## src/rtl/ila_trigger_capture_pkg.sv

```systemverilog
// Shared types and constants for the ILA trigger/capture block.
package ila_trigger_capture_pkg;

    typedef enum logic [1:0] {
        ILA_IDLE = 2'd0,
        ILA_PRE  = 2'd1,
        ILA_POST = 2'd2,
        ILA_DONE = 2'd3
    } ila_state_e;

    localparam logic TRIG_LEVEL = 1'b0;
    localparam logic TRIG_EDGE  = 1'b1;

endpackage

```

## src/rtl/ila_trigger_capture_eval.sv

```systemverilog
// Per-bit trigger evaluation (level/edge, optional inversion) and AND/OR reduction over masked bits.
module ila_trigger_capture_eval
    import ila_trigger_capture_pkg::*;
#(
    parameter int unsigned TRIG_W = 4
) (
    input  logic              clk_i,
    input  logic              arst_n_i,
    input  logic [TRIG_W-1:0] trig_i,
    input  logic [TRIG_W-1:0] trig_type_i,
    input  logic [TRIG_W-1:0] trig_neg_i,
    input  logic [TRIG_W-1:0] trig_mask_i,
    input  logic              trig_and_i,
    output logic              hit_c
);

    logic [TRIG_W-1:0] x_c;
    logic [TRIG_W-1:0] x_q;
    logic [TRIG_W-1:0] bit_hit_c;

    always_comb begin
        x_c       = trig_i ^ trig_neg_i;
        bit_hit_c = '0;
        for (int unsigned i = 0; i < TRIG_W; i++) begin
            if (trig_type_i[i] == TRIG_EDGE) begin
                bit_hit_c[i] = x_c[i] & ~x_q[i];
            end else begin
                bit_hit_c[i] = x_c[i];
            end
        end
        // An empty mask never fires, even though AND over no bits would be vacuously true.
        if (trig_mask_i == '0) begin
            hit_c = 1'b0;
        end else if (trig_and_i) begin
            hit_c = &(bit_hit_c | ~trig_mask_i);
        end else begin
            hit_c = |(bit_hit_c & trig_mask_i);
        end
    end

    // Edge history runs in every state so a trigger may fire on the first armed cycle.
    always_ff @(posedge clk_i or negedge arst_n_i) begin
        if (!arst_n_i) begin
            x_q <= '0;
        end else begin
            x_q <= x_c;
        end
    end

endmodule

```

## src/rtl/ila_trigger_capture.sv

```systemverilog
// ILA capture controller: arms on request, streams probe data into a circular RAM,
// stops after the programmed post-trigger sample count.
module ila_trigger_capture
    import ila_trigger_capture_pkg::*;
#(
    parameter int unsigned DATA_W = 32,
    parameter int unsigned TRIG_W = 4,
    parameter int unsigned BUF_AW = 10
) (
    input  logic              clk_i,
    input  logic              arst_n_i,
    input  logic [DATA_W-1:0] data_i,
    input  logic [TRIG_W-1:0] trig_i,
    input  logic [TRIG_W-1:0] trig_type_i,
    input  logic [TRIG_W-1:0] trig_neg_i,
    input  logic [TRIG_W-1:0] trig_mask_i,
    input  logic              trig_and_i,
    input  logic [BUF_AW-1:0] post_cnt_i,
    input  logic              arm_i,
    input  logic              clear_i,
    output logic              buf_we_o,
    output logic [BUF_AW-1:0] buf_addr_o,
    output logic [DATA_W-1:0] buf_wdata_o,
    output logic [BUF_AW-1:0] trig_addr_o,
    output logic [BUF_AW:0]   n_samples_o,
    output logic [1:0]        state_o,
    output logic              done_o
);

    localparam int unsigned CNT_W = BUF_AW + 1;
    localparam logic [CNT_W-1:0] DEPTH = {1'b1, {BUF_AW{1'b0}}};

    logic trig_hit_c;

    ila_state_e        state_q,     state_d;
    logic [BUF_AW-1:0] wr_ptr_q,    wr_ptr_d;
    logic [BUF_AW-1:0] post_cnt_q,  post_cnt_d;
    logic [BUF_AW-1:0] post_left_q, post_left_d;
    logic [CNT_W-1:0]  n_samples_d;
    logic [BUF_AW-1:0] trig_addr_d;
    logic [BUF_AW-1:0] buf_addr_d;
    logic [DATA_W-1:0] buf_wdata_d;
    logic              buf_we_d;
    logic              done_d;

    ila_trigger_capture_eval #(
        .TRIG_W (TRIG_W)
    ) u_eval (
        .clk_i       (clk_i),
        .arst_n_i    (arst_n_i),
        .trig_i      (trig_i),
        .trig_type_i (trig_type_i),
        .trig_neg_i  (trig_neg_i),
        .trig_mask_i (trig_mask_i),
        .trig_and_i  (trig_and_i),
        .hit_c       (trig_hit_c)
    );

    // Next-state and next-output logic.
    always_comb begin
        state_d     = state_q;
        wr_ptr_d    = wr_ptr_q;
        post_cnt_d  = post_cnt_q;
        post_left_d = post_left_q;
        n_samples_d = n_samples_o;
        trig_addr_d = trig_addr_o;
        buf_addr_d  = buf_addr_o;
        buf_wdata_d = buf_wdata_o;
        buf_we_d    = 1'b0;

        if (clear_i) begin
            state_d = ILA_IDLE;
        end else begin
            case (state_q)
                ILA_IDLE, ILA_DONE: begin
                    if (arm_i) begin
                        state_d     = ILA_PRE;
                        wr_ptr_d    = '0;
                        n_samples_d = '0;
                        post_cnt_d  = post_cnt_i;
                    end
                end
                ILA_PRE, ILA_POST: begin
                    buf_we_d    = 1'b1;
                    buf_addr_d  = wr_ptr_q;
                    buf_wdata_d = data_i;
                    wr_ptr_d    = wr_ptr_q + BUF_AW'(1);
                    if (n_samples_o != DEPTH) begin
                        n_samples_d = n_samples_o + CNT_W'(1);
                    end
                    if (state_q == ILA_PRE) begin
                        if (trig_hit_c) begin
                            trig_addr_d = wr_ptr_q;
                            if (post_cnt_q == '0) begin
                                state_d = ILA_DONE;
                            end else begin
                                state_d     = ILA_POST;
                                post_left_d = post_cnt_q;
                            end
                        end
                    end else begin
                        post_left_d = post_left_q - BUF_AW'(1);
                        if (post_left_q == BUF_AW'(1)) begin
                            state_d = ILA_DONE;
                        end
                    end
                end
                default: state_d = ILA_IDLE;
            endcase
        end

        done_d = (state_d == ILA_DONE);
    end

    always_ff @(posedge clk_i or negedge arst_n_i) begin
        if (!arst_n_i) begin
            state_q     <= ILA_IDLE;
            wr_ptr_q    <= '0;
            post_cnt_q  <= '0;
            post_left_q <= '0;
            n_samples_o <= '0;
            trig_addr_o <= '0;
            buf_we_o    <= 1'b0;
            buf_addr_o  <= '0;
            buf_wdata_o <= '0;
            done_o      <= 1'b0;
        end else begin
            state_q     <= state_d;
            wr_ptr_q    <= wr_ptr_d;
            post_cnt_q  <= post_cnt_d;
            post_left_q <= post_left_d;
            n_samples_o <= n_samples_d;
            trig_addr_o <= trig_addr_d;
            buf_we_o    <= buf_we_d;
            buf_addr_o  <= buf_addr_d;
            buf_wdata_o <= buf_wdata_d;
            done_o      <= done_d;
        end
    end

    assign state_o = state_q;

endmodule

```

## config.mk

```make
export PLATFORM = sky130hd
export DESIGN_NAME = ila_trigger_capture
export DESIGN_NICKNAME = d
export VERILOG_FILES = /design/src/rtl/ila_trigger_capture_pkg.sv /design/src/rtl/ila_trigger_capture_eval.sv /design/src/rtl/ila_trigger_capture.sv
export SDC_FILE = /design/constraint.sdc
export NUM_CORES = 1
export LEC_CHECK = 0
export BUFFER_PORTS_ARGS = -buffer_cell sky130_fd_sc_hd__buf_2
export CAP_MARGIN = 10
export CORE_MARGIN = 5
export CORE_UTILIZATION = 56
export DETAILED_ROUTE_END_ITERATION = 6
export PLACE_DENSITY = 0.95
export SLEW_MARGIN = 20
export SYNTH_ARGS = -nofsm -noshare
export SYNTH_HDL_FRONTEND = slang
export SYNTH_HIERARCHICAL = 1
export SYNTH_SLANG_ARGS = --single-unit
```

## constraint.sdc

```tcl
create_clock -name clk_i -period 6.2 [get_ports clk_i]
set_clock_uncertainty 0.05 [all_clocks]
set_input_delay 0.31 -clock clk_i [delete_from_list [all_inputs] [get_ports clk_i]]
set_output_delay 0.31 -clock clk_i [all_outputs]
set_load 0.01 [all_outputs]
```

# Word level (Yosys, flattened, before mapping)
# Cells that the tools add are included.
# Widths: inputs -> output; s select.
[word_totals] ff_bits=101
[classes] n_bitwise=13 n_eq_ne=10 n_reduce_logical=13 n_mux=23 n_addsub=3
[op_table] cell="$mux 10" n=4
[op_table] cell="$mux 11" n=2
[op_table] cell="$pmux 11 s2" n=1
[op_table] cell="$pmux 10 s2" n=1
[op_table] cell="$reduce_and 4->1" n=3
[op_table] cell="$add 11x1->11 const B" n=1
[op_table] cell="$ne 11x11->1 const B" n=1
[op_table] cell="$add 10x1->10 const B" n=1
[op_table] cell="$eq 10x1->1 const B" n=1
[op_table] cell="$logic_not 10->1" n=1
[op_table] cell="$mux 2" n=5
[op_table] cell="$sub 10x1->10 const B" n=1
[op_table] cell="$mux 1" n=9
[op_table] cell="$ne 2x2->1 const B" n=4
[op_table] cell="$eq 2x2->1 const B" n=3
[op_table] cell="$reduce_and 3->1" n=2
[op_table] cell="$not 1->1" n=5
[op_table] cell="$and 1x1->1" n=4
[op_table] cell="$and 4x4->4" n=1
[op_table] cell="$logic_not 4->1" n=1
[op_table] cell="$not 4->4" n=1
[op_table] cell="$or 4x4->4" n=1
[op_table] cell="$pmux 2 s2" n=1
[op_table] cell="$reduce_and 2->1" n=2
[op_table] cell="5 further kinds" n=6

# Longest topological paths before layout
[depth] word_depth=12 ltp_mapped=9

# Hierarchy
# Netlist, hierarchy kept.
[modules_own_cells] mod="ila_trigger_capture" area_per_inst_um2=4405.5 seq_area_each_um2=2427.3 cells_each=467 n_inst=1
[modules_own_cells] mod="ila_trigger_capture_eval" area_per_inst_um2=239.0 seq_area_each_um2=100.1 cells_each=24 n_inst=1

# Worst setup path before layout
# No wires, ideal clock.
[synth_path] kind="input -> register" from="in trig_neg_i[0]" to="reg post_left_q[0]" path_stages=9 slack_ns=3.855 arrival_ns=2.215 required_time_ns=6.071 path_cell_list="xor2_1 a21boi_1 or4_1 o21ai_1 inv_1 a31o_2 buf_2 a21oi_1 mux2i_1"
[synth_via] elab_chain_len=9 elab_cells_between_ends=11 classes_between="eq/ne: 1; mux: 3; bitwise: 4; reduce/logical: 3"
[synth_lines] element="start, declared" line="ila_trigger_capture.sv:15" rtl="input logic [TRIG_W-1:0] trig_neg_i,"
[synth_lines] element="$xor 4x4->4 (*)" line="ila_trigger_capture_eval.sv:22" rtl="x_c = trig_i ^ trig_neg_i;"
[synth_lines] element="$and 1x1->1" line="ila_trigger_capture_eval.sv:26" rtl="bit_hit_c[i] = x_c[i] & ~x_q[i];"
[synth_lines] element="$mux 1 (*)" line="ila_trigger_capture_eval.sv:25" rtl="if (trig_type_i[i] == TRIG_EDGE) begin"
[synth_lines] element="$and 4x4->4 / $or 4x4->4 (equally long branches)" line="ila_trigger_capture_eval.sv:37, ila_trigger_capture_eval.sv:35"
[synth_lines] element="$reduce_or 4->1 / $reduce_and 4->1 (equally long branches)" line="ila_trigger_capture_eval.sv:37, ila_trigger_capture_eval.sv:35"
[synth_lines] element="$mux 1 (*)" line="ila_trigger_capture_eval.sv:34" rtl="end else if (trig_and_i) begin"
[synth_lines] element="$mux 1 (*)" line="ila_trigger_capture_eval.sv:32" rtl="if (trig_mask_i == '0) begin"
[synth_lines] element="net trig_hit_c" line="ila_trigger_capture.sv:33" rtl="logic trig_hit_c;"
[synth_lines] element="$ne 2x2->1 (no source line) (*)"
[synth_lines] element="$reduce_and 4->1 (no source line) (*)"
[synth_lines] element="end signal, assigned" line="ila_trigger_capture.sv:131" rtl="post_left_q <= post_left_d;"
[synth_lines] element="end, declared" line="ila_trigger_capture.sv:38" rtl="logic [BUF_AW-1:0] post_left_q, post_left_d;"
# Mark *: on every way through the listed nets, which the timed path passes. The rest lies on a longest branch.
# A chain may end at the register's enable or synchronous reset.

# Worst setup path in the final report
[layout_path] from="reg state_q[0], in the netlist state_o[0]" to="reg n_samples_o[0]"
[layout_via] elab_chain_len=4 elab_cells_between_ends=10 classes_between="eq/ne: 5; mux: 1; reduce/logical: 4"
[layout_lines] element="start, declared" line="ila_trigger_capture.sv:35" rtl="ila_state_e state_q, state_d;"
[layout_lines] element="start signal, assigned" line="ila_trigger_capture.sv:128" rtl="state_q <= state_d;"
[layout_lines] element="$eq 2x1->1 (tied with other cells)" line="ila_trigger_capture.sv:74" rtl="case (state_q)"
[layout_lines] element="$reduce_or 2->1" line="ila_trigger_capture.sv:74"
[layout_lines] element="$ne 2x2->1 (no source line)"
[layout_lines] element="$reduce_and 3->1 (no source line)"
[layout_lines] element="end signal, assigned" line="ila_trigger_capture.sv:132" rtl="n_samples_o <= n_samples_d;"
[layout_lines] element="end, declared" line="ila_trigger_capture.sv:25" rtl="output logic [BUF_AW:0] n_samples_o,"
# Parallel ways exist; a longest one is shown, timed or not.

==> flow_results.org <==
** STA
- The number of pins with negative max-slew slack in the final report is 0.
- Of the available clock period, the critical path in the final layout requires 56.7%.
- Setup TNS after final layout :: 0 ns
- Slew at the pin closest to its max-slew limit :: 1.12 ns
- The smallest clock period supported by the final layout is computed as 3.51 ns.
- Setup repair after global routing left no endpoint under its margin.
- Final hold vios :: 0
- Setup violations remaining at the end of the flow were counted as 0.
- Derived from the worst setup path, the maximum achievable clock frequency is 285 MHz.
- In this run the tightest slew margin relative to its limit is 25.0%.

** Global route
- Vias in the first global route :: 4,091
- The first global-routing pass estimated 18,600 um of wire.
- The initial antenna violation count came to 0.
- Remaining global-route overflow :: 0
- Global routing used 22.4% of the available tracks.
- Maximum number of pins on one net before global-route repair :: 84

** Placed design
- At the end of routability-driven placement, the weighted congestion stood at 0.924.
- After legalization and detailed placement, the total HPWL measured 8140 um.
- Port buffering added 129 buffers.

** CTS
- Gates resized during post-CTS repair numbered 0.
- CTS tree :: done
- The H-tree was split into 3 levels.
- Clock transition at path regs :: 0.10 ns
- The tree is rooted in a clkbuf_8.
- The clock passes through at most 2 buffers.
- CTS saw 101 sinks.
- TritonCTS created 9 clock buffers.
- Buffers added to address setup during post-CTS repair amount to 0.
- Clock latency of the later-clocked register in the worst-skew pair :: 0.36 ns
- Count of hold buffers inserted by post-cts repair :: 1

** Floorplan
- Core ar. :: 8130 um2
- Once the floorplan was initialized, standard cells occupied 57.1% of the core.
- Die Ht :: 101 um
- Die area :: 10,200 um2
- Num rows :: 33
- IO Pins :: 130
- In this run the horizontal extent of the chip is 101 um.

** Final layout
- Final core utilization :: 68.8%
- Relative to the synthesized area, the layout overhead comes to 20.4%.
- Final layout net count :: 683
- Share of cells above drive strength 1 :: 27.8%
- Antenna Diode Count :: 0
- After filler insertion, the fill cell instance count of the layout stands at 629.

** Worst setup path
- In this run the critical register-to-register path is launched from state_o[0].
- Counting cells, the worst reg-to-reg path comes to 6.
- At the worst endpoint, the arrival time is 3.72 ns.
- Worst EP required :: 6.40 ns
- Worst reg2reg path endpoint :: n_samples_o[0]
- Category of the most critical setup path :: reg2reg
- Type of element capturing the critical path :: flip-flop
- Top fanout value on the critical path :: 57
- Setup slack on the worst reg-to-reg path comes out at 2.69 ns.
- Startpoint type of the worst setup path :: flip-flop

** Detailed routing
- For this block, the initial DRC count from the detailed router was 253.
- Total Wirelength :: 11,400 um
- Summing over every cut layer, the via total after detailed routing is 4,023.
- Number of search-and-repair iterations in the first detailed-routing pass :: 4
- Number of routed nets with antenna violations :: 0
- Using the TritonRoute via totals, the vias-per-cell ratio works out to 5.56.
- Post-route DRC violation count :: 0
- Detailed-route wire length per cell :: 15.7 um

** Logic synthesis
- Syn Nets :: 561
- Number of synthesized register bits :: 101
- Counting flops with a built-in enable in the synthesized netlist gives 0.
- The number of different library cells used by synthesis comes to 59.
- Primary FF master, synth :: dfrtp_1
- Post-synthesis area per instance :: 9.46 um2
- For this run, the register share of the synthesized area comes to 54.4%.
- Post-synth ARST share :: 100%
- Synthesized instance count :: 491
- Yosys warnings :: 6
- The synthesized netlist occupies a cell area of 4640 um2.

** Power
- Worst vdd ir :: 166 uV
- Leak :: 2.93 nW
- For this design the ratio of total power to cell area is 371 nW/um2.

** Min path
- Hold Path Cell Cnt :: 3
- Worst hold-check path type :: in2reg
- The path with the worst hold slack has its endpoint at buf_wdata_o[22].
- Beginning of the worst hold path :: data_i[22]

** Run
- Total of max-cap violations :: 0

** Run status
- The flow ran to the end, and the final reports show no timing, DRC or antenna violations.
## report_power, final
part / internal (mW) / switching (mW)
clock network: 0.241 / 0.228
registers: 0.839 / 0.151
logic: 0.253 / 0.360
## cells by family after synthesis
kind of cell | synth area share, %
buffers and inverters | 3.45
AO/OA/AOI/OAI | 12.1
multiplexers | 3.53
AND/OR/NAND/NOR | 23.4
XOR/XNOR | 1.29
flip-flops | 54.4
adder cells (fa/ha/maj) | 1.89
## per-stage QoR
stage          cells  setup WS, ns  instance area, um2  power [mW]  hold slack [ns]
4_1_cts          723          2.71                5590        2.08           0.0674
6_report         723          2.69                5590        2.07           0.0813
2_1_floorplan    491          3.86                4640        1.35          -0.0356
5_1_grt          723          2.34                5590        2.20           0.0739
3_3_place_gp     706          2.90                5350        1.57            0.139
3_5_place_dp     706          2.72                5350        1.61            0.144
## final cells by class
cell class,instances,area (um2),area share (%)
clock buffers,10,138,2.46
clock inverters,6,91.3,1.63
inverters,17,63.8,1.14
multi-input cells,351,1960,35.0
flip-flops and latches,101,2530,45.2
well taps,105,131,2.35
repair buffers,133,684,12.2
## cell usage after synthesis, types with 3 or more instances
library cell | count | area [um2]
a211oi_1 | 7 | 52.6
a21boi_0 | 4 | 30.0
a21oi_1 | 17 | 85.1
a31oi_1 | 4 | 25.0
a32oi_1 | 3 | 26.3
buf_1 | 3 | 11.3
buf_2 | 5 | 25.0
clkbuf_1 | 13 | 48.8
dfrtp_1 | 101 | 2530
ha_1 | 7 | 87.6
inv_1 | 16 | 60.1
mux2_2 | 11 | 124
mux2i_1 | 4 | 40.0
nand2_1 | 171 | 642
nand3_1 | 12 | 60.1
nand4_1 | 7 | 43.8
nor2_1 | 14 | 52.6
nor3_1 | 4 | 20.0
nor4_1 | 4 | 25.0
o21ai_0 | 19 | 95.1
o22ai_1 | 7 | 43.8
o31ai_1 | 5 | 37.5
or4_1 | 4 | 30.0
xor2_1 | 3 | 26.3
## state kept, by name (all words and copies together) (netlist names)
| name | count |
|---|---|
| state_o | 2 |
| trig_addr_o | 10 |
| post_left_q | 10 |
| buf_addr_o | 10 |
| post_cnt_q | 10 |
| wr_ptr_q | 10 |
| u_eval/x_q | 4 |
| buf_we_o | 1 |
| done_o | 1 |
| n_samples_o | 11 |
| buf_wdata_o | 32 |
## per-layer routing
layer  up-vias  global-route usage (%)  share of wire [%]
li1       1926                       -                  -
met1      1924                    29.1                 41
met2       146                    37.2                 50
met3        27                    3.04                6.1
met4         0                    10.7                2.9
met5         -                       0                  0
## how the worst max path moves through the flow
stage	startpoint	end	slack, ns	cells after the start
2_1_floorplan	trig_neg_i[0]	post_left_q[0]	3.86	9
3_3_place_gp	state_o[1]	n_samples_o[0]	2.90	7
3_5_place_dp	state_o[1]	n_samples_o[0]	2.72	7
4_1_cts	state_o[0]	n_samples_o[0]	2.71	6
5_1_grt	state_o[1]	n_samples_o[0]	2.34	7
6_report	state_o[0]	n_samples_o[0]	2.69	6
## cell usage in the layout, fill, tap and decap left out, drive strengths merged, types with 2 or more instances in the layout
cell type / instances
o31ai: 5
or3: 2
o22ai: 7
a32oi: 3
bufinv: 2
nor4: 6
a21boi: 6
xor2: 4
nor4b: 2
nand3: 12
a31oi: 4
nand4: 7
or2: 2
o21ai: 20
clkinv: 3
nor2: 14
buf: 132
mux2i: 4
inv: 18
nor3b: 2
a22oi: 2
a22o: 2
mux2: 11
a211oi: 7
nand3b: 2
dfrtp: 101
clkbuf: 10
ha: 7
xnor2: 2
and2: 2
or4: 6
a21oi: 19
nand2: 171
nor3: 4
## worst max-delay path, cell delays in order, from the launching register on
cell	delay [ns]
dfrtp_1	0.43
ha_1	0.42
or2_2	0.86
clkinv_1	0.67
buf_4	0.45
and2_1	0.22
mux2_2	0.26
Power figures use the tool's default switching activity.
